File: config.mk
export PLATFORM = sky130hd
export DESIGN_NAME = udp_rx_chksum_output_ctrl
export DESIGN_NICKNAME = d
export VERILOG_FILES = /design/src/rtl/packet_struct_pkg.sv /design/src/rtl/udp_rx_chksum_output_ctrl.sv
export SDC_FILE = /design/constraint.sdc
export NUM_CORES = 1
export LEC_CHECK = 0
export ABC_AREA = 1
export CAP_MARGIN = 20
export CELL_PAD_IN_SITES_DETAIL_PLACEMENT = 1
export CELL_PAD_IN_SITES_GLOBAL_PLACEMENT = 2
export CORE_AREA = 2 2 309 311
export DETAILED_ROUTE_END_ITERATION = 10
export DIE_AREA = 0 0 311 313
export PLACE_DENSITY_LB_ADDON = 0.12
export SLEW_MARGIN = 25
export SYNTH_ARGS = -nofsm -noshare
export SYNTH_HDL_FRONTEND = slang
export SYNTH_SLANG_ARGS = --single-unit
File: constraint.sdc
create_clock -name clk -period 9.62 [get_ports clk]
set_clock_uncertainty 0.15 [all_clocks]
set_input_delay 1.924 -clock clk [delete_from_list [all_inputs] [get_ports clk]]
set_output_delay 1.924 -clock clk [all_outputs]
set_load 0.02 [all_outputs]
File: src/rtl/packet_struct_pkg.sv
// Shared packet-level widths and header layouts for the UDP receive path.
package packet_struct_pkg;

  localparam int unsigned IP_ADDR_W               = 32;
  localparam int unsigned TOT_LEN_W               = 16;
  localparam int unsigned PKT_TIMESTAMP_W         = 64;
  localparam int unsigned MAC_INTERFACE_W         = 256;
  // Wide enough to hold a full-line pad count (0..32).
  localparam int unsigned MAC_PADBYTES_W          = 6;
  localparam int unsigned CHKSUM_PSEUDO_HDR_BYTES = 12;
  localparam int unsigned UDP_HDR_BYTES           = 8;

  // IPv4 pseudo header as prepended by the checksum engine, MSB first on the line.
  typedef struct packed {
    logic [IP_ADDR_W-1:0] src_ip;
    logic [IP_ADDR_W-1:0] dst_ip;
    logic [7:0]           zeros;
    logic [7:0]           protocol;
    logic [TOT_LEN_W-1:0] udp_len;
  } chksum_pseudo_hdr;

  typedef struct packed {
    logic [PKT_TIMESTAMP_W-1:0] timestamp;
  } tracker_stats_struct;

endpackage

File: src/rtl/udp_rx_chksum_output_ctrl.sv
// Strips the 12 B pseudo header off the checksum-engine stream, realigns the
// datagram onto line boundaries and pairs the final line with the checksum verdict.
module udp_rx_chksum_output_ctrl
  import packet_struct_pkg::*;
#(
  parameter int unsigned DATA_WIDTH = 256,
  parameter int unsigned USER_WIDTH = PKT_TIMESTAMP_W
) (
  input  logic                       clk,
  input  logic                       rst,
  input  logic                       resp_tval,
  input  logic [DATA_WIDTH-1:0]      resp_tdata,
  input  logic [DATA_WIDTH/8-1:0]    resp_tkeep,
  input  logic [USER_WIDTH-1:0]      resp_tuser,
  input  logic                       resp_tlast,
  output logic                       resp_trdy,
  input  logic                       resp_csum_val,
  input  logic [15:0]                resp_csum,
  output logic                       resp_csum_rdy,
  output logic                       chksum_dst_rx_hdr_val,
  output logic [IP_ADDR_W-1:0]       chksum_dst_rx_src_ip,
  output logic [IP_ADDR_W-1:0]       chksum_dst_rx_dst_ip,
  output logic [TOT_LEN_W-1:0]       chksum_dst_rx_udp_len,
  output tracker_stats_struct        chksum_dst_rx_timestamp,
  input  logic                       dst_chksum_rx_hdr_rdy,
  output logic                       chksum_dst_rx_data_val,
  output logic [MAC_INTERFACE_W-1:0] chksum_dst_rx_data,
  output logic                       chksum_dst_rx_last,
  output logic [MAC_PADBYTES_W-1:0]  chksum_dst_rx_padbytes,
  output logic                       chksum_dst_rx_chksum_ok,
  input  logic                       dst_chksum_rx_data_rdy
);

  localparam int unsigned KeepW     = DATA_WIDTH / 8;
  localparam int unsigned HdrBits   = $bits(chksum_pseudo_hdr);
  localparam int unsigned CarryBits = DATA_WIDTH - HdrBits;
  // UDP checksum is the last 16 bits of the UDP header, which starts right after the pseudo header.
  localparam int unsigned CsumLsb   = CarryBits - UDP_HDR_BYTES * 8;
  localparam int unsigned CntW      = $clog2(KeepW + 1);
  localparam logic [CntW-1:0] HdrCnt  = CntW'(CHKSUM_PSEUDO_HDR_BYTES);
  localparam logic [CntW-1:0] LineCnt = CntW'(KeepW);

  localparam logic [1:0] StFirst = 2'd0;
  localparam logic [1:0] StBody  = 2'd1;
  localparam logic [1:0] StTail  = 2'd2;

  logic [1:0]           state_q, state_d;
  logic [CarryBits-1:0] carry_q, carry_d;
  logic [15:0]          csum_q, csum_d;
  logic [15:0]          field_q, field_d;
  logic [CntW-1:0]      valid_q, valid_d;
  logic                 have_q, have_d;

  logic [CntW-1:0]       keep_cnt, tail_cnt, pad;
  logic                  short_last, gate_ok, last_hs;
  logic                  hdr_val, data_val, trdy, last;
  logic [DATA_WIDTH-1:0] out_data;

  // Count valid bytes on the current input beat.
  always_comb begin
    keep_cnt = '0;
    for (int unsigned i = 0; i < KeepW; i++) begin
      keep_cnt = keep_cnt + CntW'(resp_tkeep[i]);
    end
  end

  assign short_last = resp_tlast && (keep_cnt <= HdrCnt);
  // Bytes of the new carry that belong to the datagram; clamped for malformed short beats.
  assign tail_cnt   = (keep_cnt > HdrCnt) ? keep_cnt - HdrCnt : '0;

  // Realignment FSM, output formation and checksum-result bookkeeping.
  always_comb begin
    state_d  = state_q;
    carry_d  = carry_q;
    csum_d   = csum_q;
    field_d  = field_q;
    valid_d  = valid_q;
    have_d   = have_q;
    hdr_val  = 1'b0;
    data_val = 1'b0;
    trdy     = 1'b0;
    last     = 1'b0;
    pad      = '0;
    last_hs  = 1'b0;
    gate_ok  = 1'b0;
    out_data = {carry_q, resp_tdata[DATA_WIDTH-1 -: HdrBits]};

    unique case (state_q)
      StFirst: begin
        hdr_val = resp_tval;
        trdy    = dst_chksum_rx_hdr_rdy;
        if (resp_tval && dst_chksum_rx_hdr_rdy) begin
          carry_d = resp_tdata[CarryBits-1:0];
          field_d = resp_tdata[CsumLsb +: 16];
          if (resp_tlast) begin
            valid_d = tail_cnt;
            state_d = StTail;
          end else begin
            state_d = StBody;
          end
        end
      end
      StBody: begin
        // A beat that closes the packet must wait for the checksum verdict.
        gate_ok  = !short_last || have_q;
        data_val = resp_tval && gate_ok;
        trdy     = dst_chksum_rx_data_rdy && gate_ok;
        if (short_last) begin
          last = 1'b1;
          pad  = HdrCnt - keep_cnt;
        end
        if (data_val && dst_chksum_rx_data_rdy) begin
          if (short_last) begin
            last_hs = 1'b1;
            state_d = StFirst;
          end else begin
            carry_d = resp_tdata[CarryBits-1:0];
            if (resp_tlast) begin
              valid_d = tail_cnt;
              state_d = StTail;
            end
          end
        end
      end
      StTail: begin
        out_data = {carry_q, {HdrBits{1'b0}}};
        data_val = have_q;
        last     = 1'b1;
        pad      = LineCnt - valid_q;
        if (have_q && dst_chksum_rx_data_rdy) begin
          last_hs = 1'b1;
          state_d = StFirst;
        end
      end
      default: state_d = StFirst;
    endcase

    if (resp_csum_val && !have_q) begin
      have_d = 1'b1;
      csum_d = resp_csum;
    end else if (last_hs) begin
      have_d = 1'b0;
    end
  end

  // State and datapath registers; reset drops any in-flight packet and pending result.
  always_ff @(posedge clk or negedge rst) begin
    if (!rst) begin
      state_q <= StFirst;
      carry_q <= '0;
      csum_q  <= '0;
      field_q <= '0;
      valid_q <= '0;
      have_q  <= 1'b0;
    end else begin
      state_q <= state_d;
      carry_q <= carry_d;
      csum_q  <= csum_d;
      field_q <= field_d;
      valid_q <= valid_d;
      have_q  <= have_d;
    end
  end

  // Handshake outputs are forced low while reset is held.
  assign resp_trdy              = trdy && rst;
  assign resp_csum_rdy          = !have_q && rst;
  assign chksum_dst_rx_hdr_val  = hdr_val && rst;
  assign chksum_dst_rx_data_val = data_val && rst;

  assign chksum_dst_rx_src_ip    = resp_tdata[DATA_WIDTH-1 -: IP_ADDR_W];
  assign chksum_dst_rx_dst_ip    = resp_tdata[DATA_WIDTH-1-IP_ADDR_W -: IP_ADDR_W];
  assign chksum_dst_rx_udp_len   = resp_tdata[CarryBits +: TOT_LEN_W];
  assign chksum_dst_rx_timestamp = tracker_stats_struct'(PKT_TIMESTAMP_W'(resp_tuser));

  assign chksum_dst_rx_data       = MAC_INTERFACE_W'(out_data);
  assign chksum_dst_rx_last       = last;
  assign chksum_dst_rx_padbytes   = MAC_PADBYTES_W'(pad);
  assign chksum_dst_rx_chksum_ok  = (csum_q == 16'hFFFF) || (field_q == 16'h0000);

endmodule

Word level (Yosys, flattened, before mapping)

Cells that the tools add are included.

Flip-flop bits (word level): 201
Word-level logic and storage cells: 102
Output and inout port bits: 412
Input bits: 375

Equal/unequal tests: 8
Multiplexer cells: 30
$add $sub $neg: 34
Reductions and logical operators: 22
Magnitude comparators: 2

Operator list:

| operator                                                      | count |
|---|---|
| 2-to-1 mux 160 bit                                            | 3 |
| case mux 160 bit (2 select lines)                             | 1 |
| adder 6 x 1 -> 6 bit                                          | 26 |
| 2-to-1 mux 96 bit                                             | 1 |
| 2-to-1 mux 6 bit                                              | 6 |
| case mux 6 bit (2 select lines)                               | 2 |
| == test 16 bit, second input constant                         | 1 |
| logical NOT 16 bit                                            | 1 |
| 2-to-1 mux 2 bit                                              | 6 |
| logical AND 1 bit                                             | 11 |
| inequality test 2 bit, second input constant                  | 4 |
| case mux 1 bit (2 select lines)                               | 4 |
| AND reduction 4 bit                                           | 2 |
| adder 5 x 1 -> 6 bit                                          | 1 |
| greater-than comparator 6 x 4 -> 1 bit, second input constant | 1 |
| <= comparator 6 x 4 -> 1 bit, second input constant           | 1 |
| 2-to-1 mux 1 bit                                              | 6 |
| case mux 2 bit (3 select lines)                               | 1 |
| subtractor 4 x 6 -> 6 bit, first input constant               | 1 |
| subtractor 6 x 4 -> 6 bit, second input constant              | 1 |
| subtractor 6 bit, first input constant                        | 1 |
| adder 4 x 1 -> 5 bit                                          | 1 |
| adder 3 x 1 -> 4 bit                                          | 1 |
| nonzero test 2 bit                                            | 2 |
| other kinds (9)                                               | 11 |

Depth between registers and ports, before layout

Word-level depth: 41
Mapped depth: 26
Gate-level depth less buffers: 24

Worst setup path after synthesis

No wires, ideal clock.

Path type: input to output
Start point: input port resp_tkeep[0]
End point: output port chksum_dst_rx_data_val
Buffers on the path: 0
Stages: 19
Data required time: 7.546 ns
Data arrival time: 7.042 ns
Setup slack: 0.504 ns
Path through: inv_1 -> fa_1 -> fa_1 -> fa_1 -> fa_1 -> fa_1 -> fa_1 -> inv_1 -> ha_1 -> inv_1 -> fa_1 -> xnor2_1 -> ha_1 -> nand2_1 -> nand4_1 -> nor2_4 -> nand3_2 -> nand3_1 -> a211oi_1

Longest elaborated chain between the ends: 38

RTL lines:

| what                                | line                             | text |
|---|---|---|
| start: declaration                  | udp_rx_chksum_output_ctrl.sv:13  | `input logic [DATA_WIDTH/8-1:0] resp_tkeep,` |
| adder 1 x 1 -> 2 bit                | udp_rx_chksum_output_ctrl.sv:63  | `keep_cnt = keep_cnt + CntW'(resp_tkeep[i]);` |
| adder 2 x 1 -> 3 bit                | udp_rx_chksum_output_ctrl.sv:63  |  |
| adder 3 x 1 -> 4 bit                | udp_rx_chksum_output_ctrl.sv:63  |  |
| adder 4 x 1 -> 5 bit                | udp_rx_chksum_output_ctrl.sv:63  |  |
| adder 5 x 1 -> 6 bit                | udp_rx_chksum_output_ctrl.sv:63  |  |
| adder 6 x 1 -> 6 bit (26 in series) | udp_rx_chksum_output_ctrl.sv:63  |  |
| <= comparator 6 x 4 -> 1 bit        | udp_rx_chksum_output_ctrl.sv:67  | `assign short_last = resp_tlast && (keep_cnt <= HdrCnt);` |
| logical AND 1 bit                   | udp_rx_chksum_output_ctrl.sv:67  |  |
| logical NOT 1 bit                   | udp_rx_chksum_output_ctrl.sv:105 | `gate_ok = !short_last \|\| have_q;` |
| logical OR 1 bit                    | udp_rx_chksum_output_ctrl.sv:105 |  |
| logical AND 1 bit                   | udp_rx_chksum_output_ctrl.sv:106 | `data_val = resp_tval && gate_ok;` |
| case mux 1 bit (2 select lines)     | udp_rx_chksum_output_ctrl.sv:88  | `unique case (state_q)` |
| logical AND 1 bit                   | udp_rx_chksum_output_ctrl.sv:169 | `assign chksum_dst_rx_data_val = data_val && rst;` |
| end: declaration                    | udp_rx_chksum_output_ctrl.sv:26  | `output logic chksum_dst_rx_data_val,` |

No other way between the ends.

Worst setup path in the final report

Start point: input port resp_tkeep[17]
End point: output port chksum_dst_rx_padbytes[4]

Longest elaborated chain between the ends: 19
Elaborated cells on any way between the ends: 20
Those cells by class: 16 x add/sub; 1 x order compare; 2 x mux; 1 x reduce/logical

RTL lines:

| what                                  | line                             | text |
|---|---|---|
| adder 6 x 1 -> 6 bit * (15 in series) | udp_rx_chksum_output_ctrl.sv:63  |  |
| <= comparator 6 x 4 -> 1 bit          | udp_rx_chksum_output_ctrl.sv:67  |  |
| logical AND 1 bit                     | udp_rx_chksum_output_ctrl.sv:67  |  |
| 2-to-1 mux 6 bit *                    | udp_rx_chksum_output_ctrl.sv:108 | `if (short_last) begin` |
| case mux 6 bit (2 select lines) *     | udp_rx_chksum_output_ctrl.sv:88  |  |
| end: declaration                      | udp_rx_chksum_output_ctrl.sv:29  | `output logic [MAC_PADBYTES_W-1:0] chksum_dst_rx_padbytes,` |

Every way passes the cells marked *; elsewhere a longest branch is shown, timed or not.

==> flow_summary.yaml <==
die:
  io-pin-count: 787
  core-area_um2: 94160
  start_util_pct: 11.76
  fp.dieArea_um2: 97340
  die_x_um: 311
  rows: 113
  dieHeight_um: 313
routing:
  routedWlPerCell_um: 19.84
  detail-route-antenna-nets: 0
  via_count: 10933
  vias_per_cell: 3.435
  drtIter0Drc: 287
  drt-total-wl_um: 63160
  drc: 0
  dr.pass1.iters: 4
cts:
  clock_path_buffers: 3
  cts_sinks: 201
  cts-hold-fix-buffers: 0
  cts_tree: "built"
  clk_pin_slew_ns: 0.06
  htreeDepth: 1
  clk_latency_ns: 0.54
  numCtsBuffers: 27
  cts_root_buf: "clkbuf_16"
hold_path:
  min_from: "carry_q[67]$_DFFE_PN0P_"
  hold_depth: 2
  hp-class: "register to register"
  whs_endpoint: "carry_q[67]$_DFFE_PN0P_"
yosys:
  yosys_warnings: 0
  synthMuxAreaShare_pct: 1.627
  synth_edf_count: 0
  synth_cells: 1380
  synth_top_family_by_area: "simple AND/OR/NAND/NOR gates"
  synth_xor_area_share_pct: 0.1582
  synth_compound_area_share_pct: 2.858
  synth-seq-cells: 201
  yosysSeqAreaShare_pct: 45.42
  synth_nets: 1793
  synthFlopType: "dfrtp_1"
  synth-simple-area-share_pct: 25.21
  syn_area_um2: 11070
  async_flop_share_pct: 100.0
  ys_types: 29
  postSynthAreaPerCell_um2: 8.025
  synth_fa_ha_area_share_pct: 5.920
setup_path:
  r2r-end: "valid_q[5]$_DFFE_PN0P_"
  worstReg2RegStart: "state_q[1]$_DFFE_PN0P_"
  critPathLaunch: "resp_tkeep[17]"
  crit_required_ns: 7.55
  reg2reg_slack_ns: 6.77
  crit_path_end_kind: "output port"
  worstPathMaxFanout: 2
  worstSetupPathType: "primary input to output port"
  rr_worst_depth: 10
  cp.arrival_ns: 7.27
  start_kind: "primary input"
layout:
  final_cell_mix: "clkdlybuf4s50_1 (633), nand2_1 (368), dfrtp_1 (201)"
  final_cells: 3183
  syn_to_final_growth_pct: 73.95
  num-fill-cells: 11064
  drive_gt1_share_pct: 7.326
  layout_commonest_cell: "clkdlybuf4s50_1"
  finalNetCount: 2306
timing:
  setup-violations-final: 0
  hold_viol_final: 0
  drv_slew: 0
  relSlewSlack_pct: 34.19
  post-route-period-util_pct: 97.18
  rsz0062_at_grt: "no"
  worst_pin_slew_ns: 0.9847
  post-route-min-period_ns: 9.349
  max_freq_mhz: 107.0
  whs_ns: 0.3250
grt:
  grt-ovfl-total: 0
  grt_max_degree: 152
  antenna_found_initial: 20
  grt_pass1_vias: 12154
  gr-usage-all-layers_pct: 12.49
  grt_pass1_wl_um: 89330
placed_design:
  io_buffer_count: 658
  dp_hpwl_um: 49400
  placed_cells: 3126
  place.gp.congestion: 0.7469
pwr:
  p_leak_nw: 8.934
  power.density_nw_per_um2: 399.8
  irDropWorstVdd_mv: 0.3226
status:
  status: "finished, final reports clean"
job:
  maxCapViolCount: 0
[cell usage after synthesis (2+ instances only)]
| cell | count | area share [%] |
|---|---|---|
| ha_1 | 14 | 1.6 |
| inv_1 | 184 | 6.2 |
| buf_2 | 36 | 1.6 |
| nand4_1 | 13 | 0.73 |
| nor2_1 | 115 | 3.9 |
| nand2_1 | 369 | 13 |
| nand3_1 | 153 | 6.9 |
| nand3_2 | 4 | 0.36 |
| buf_4 | 146 | 9.9 |
| nand3b_1 | 3 | 0.20 |
| nor2_4 | 2 | 0.20 |
| dfrtp_1 | 201 | 45 |
| o21ai_0 | 42 | 1.9 |
| clkbuf_1 | 29 | 0.98 |
| mux2_2 | 16 | 1.6 |
| nor4_1 | 5 | 0.28 |
| a21oi_1 | 13 | 0.59 |
| fa_1 | 24 | 4.3 |
[kinds of logic after synthesis]
family                     count (synthesis)
and+or+nand+nor                          666
buffers and inverters                    397
DFF                                      201
AOI/OAI and AO/OA                         60
adders and majority gates                 38
muxes                                     16
xor gates and xnor gates                   2
[state kept, by name, indices dropped and copies added (netlist names)]
register  count
carry_q     160
csum_q       16
field_q      16
valid_q       6
state_q       2
have_q        1
[critical path, stage by stage]
cell and delay [ns]:
dlygate4sd2_1 0.25, fa_1 0.49, inv_1 0.05, fa_1 0.48, fa_1 0.57, fa_1 0.43, fa_1 0.54, fa_1 0.41
inv_1 0.06, ha_2 0.18, inv_2 0.04, fa_2 0.59, ha_4 0.15, inv_4 0.03, nand2_2 0.05, nand4_1 0.15
buf_4 0.19, nor4_4 0.23, nand2_1 0.09, a21oi_2 0.21, buf_6 0.14
[layout make-up]
class	instances	area, µm²	share of cell area [%]
Timing Repair Buffer	696	6982	36.24
Sequential cell	201	5030	26.11
Multi-Input combinational cell	782	4075	21.15
Tap cell	1265	1583	8.216
Clock buffer	42	802.0	4.163
Inverter	185	699.4	3.631
Clock inverter	5	75.07	0.3897
Antenna cell	7	17.52	0.09093
[power by group]
group | internal [mW] | switching, mW
combinational | 2.20 | 2.96
clock | 0.619 | 0.407
sequential | 1.28 | 0.232
total | 4.10 | 3.60
[worst max path at each step]
stage / slack (ns) / to / cells past startpoint
after floorplan: 0.50 / chksum_dst_rx_data_val / 19
after global placement: -0.52 / chksum_dst_rx_padbytes[4] / 21
after detailed placement: -0.51 / chksum_dst_rx_padbytes[4] / 23
after CTS: 0.01 / resp_trdy / 22
after global routing: 0.05 / chksum_dst_rx_padbytes[4] / 21
final: 0.27 / chksum_dst_rx_padbytes[4] / 21
[routing by layer]
| layer | global-route usage, % | up-vias | part of all wire, % |
|---|---|---|---|
| li1 | - | 5113 | - |
| met1 | 13.29 | 5194 | 37 |
| met2 | 21.81 | 542 | 50 |
| met3 | 6.537 | 72 | 12 |
| met4 | 2.514 | 12 | 1.6 |
| met5 | 1.596 | - | 0.42 |
[what timing repair did]
action	CTS	global route
setup buffers	1	2
pin swaps	13	23
hold endpoints to repair	0	0
gates resized for setup	37	38
endpoints found under the setup margin	8	9
[per-stage QoR]
step / utilization, % / power, mW / area (µm²) / TNS (ns) / setup slack, ns
finish: 20.46 / 7.701 / 19260 / 0 / 0.2712
floorplan: - / 4.152 / 11070 / 0 / 0.5041
global placement: 19.37 / 6.602 / 18240 / -2.767 / -0.5224
CTS: 20.32 / 7.801 / 19140 / 0 / 0.01214
detailed placement: 19.38 / 6.613 / 18250 / -2.881 / -0.5089
global route: 20.44 / 8.461 / 19250 / 0 / 0.04504
(Power assumes the default switching activity.)
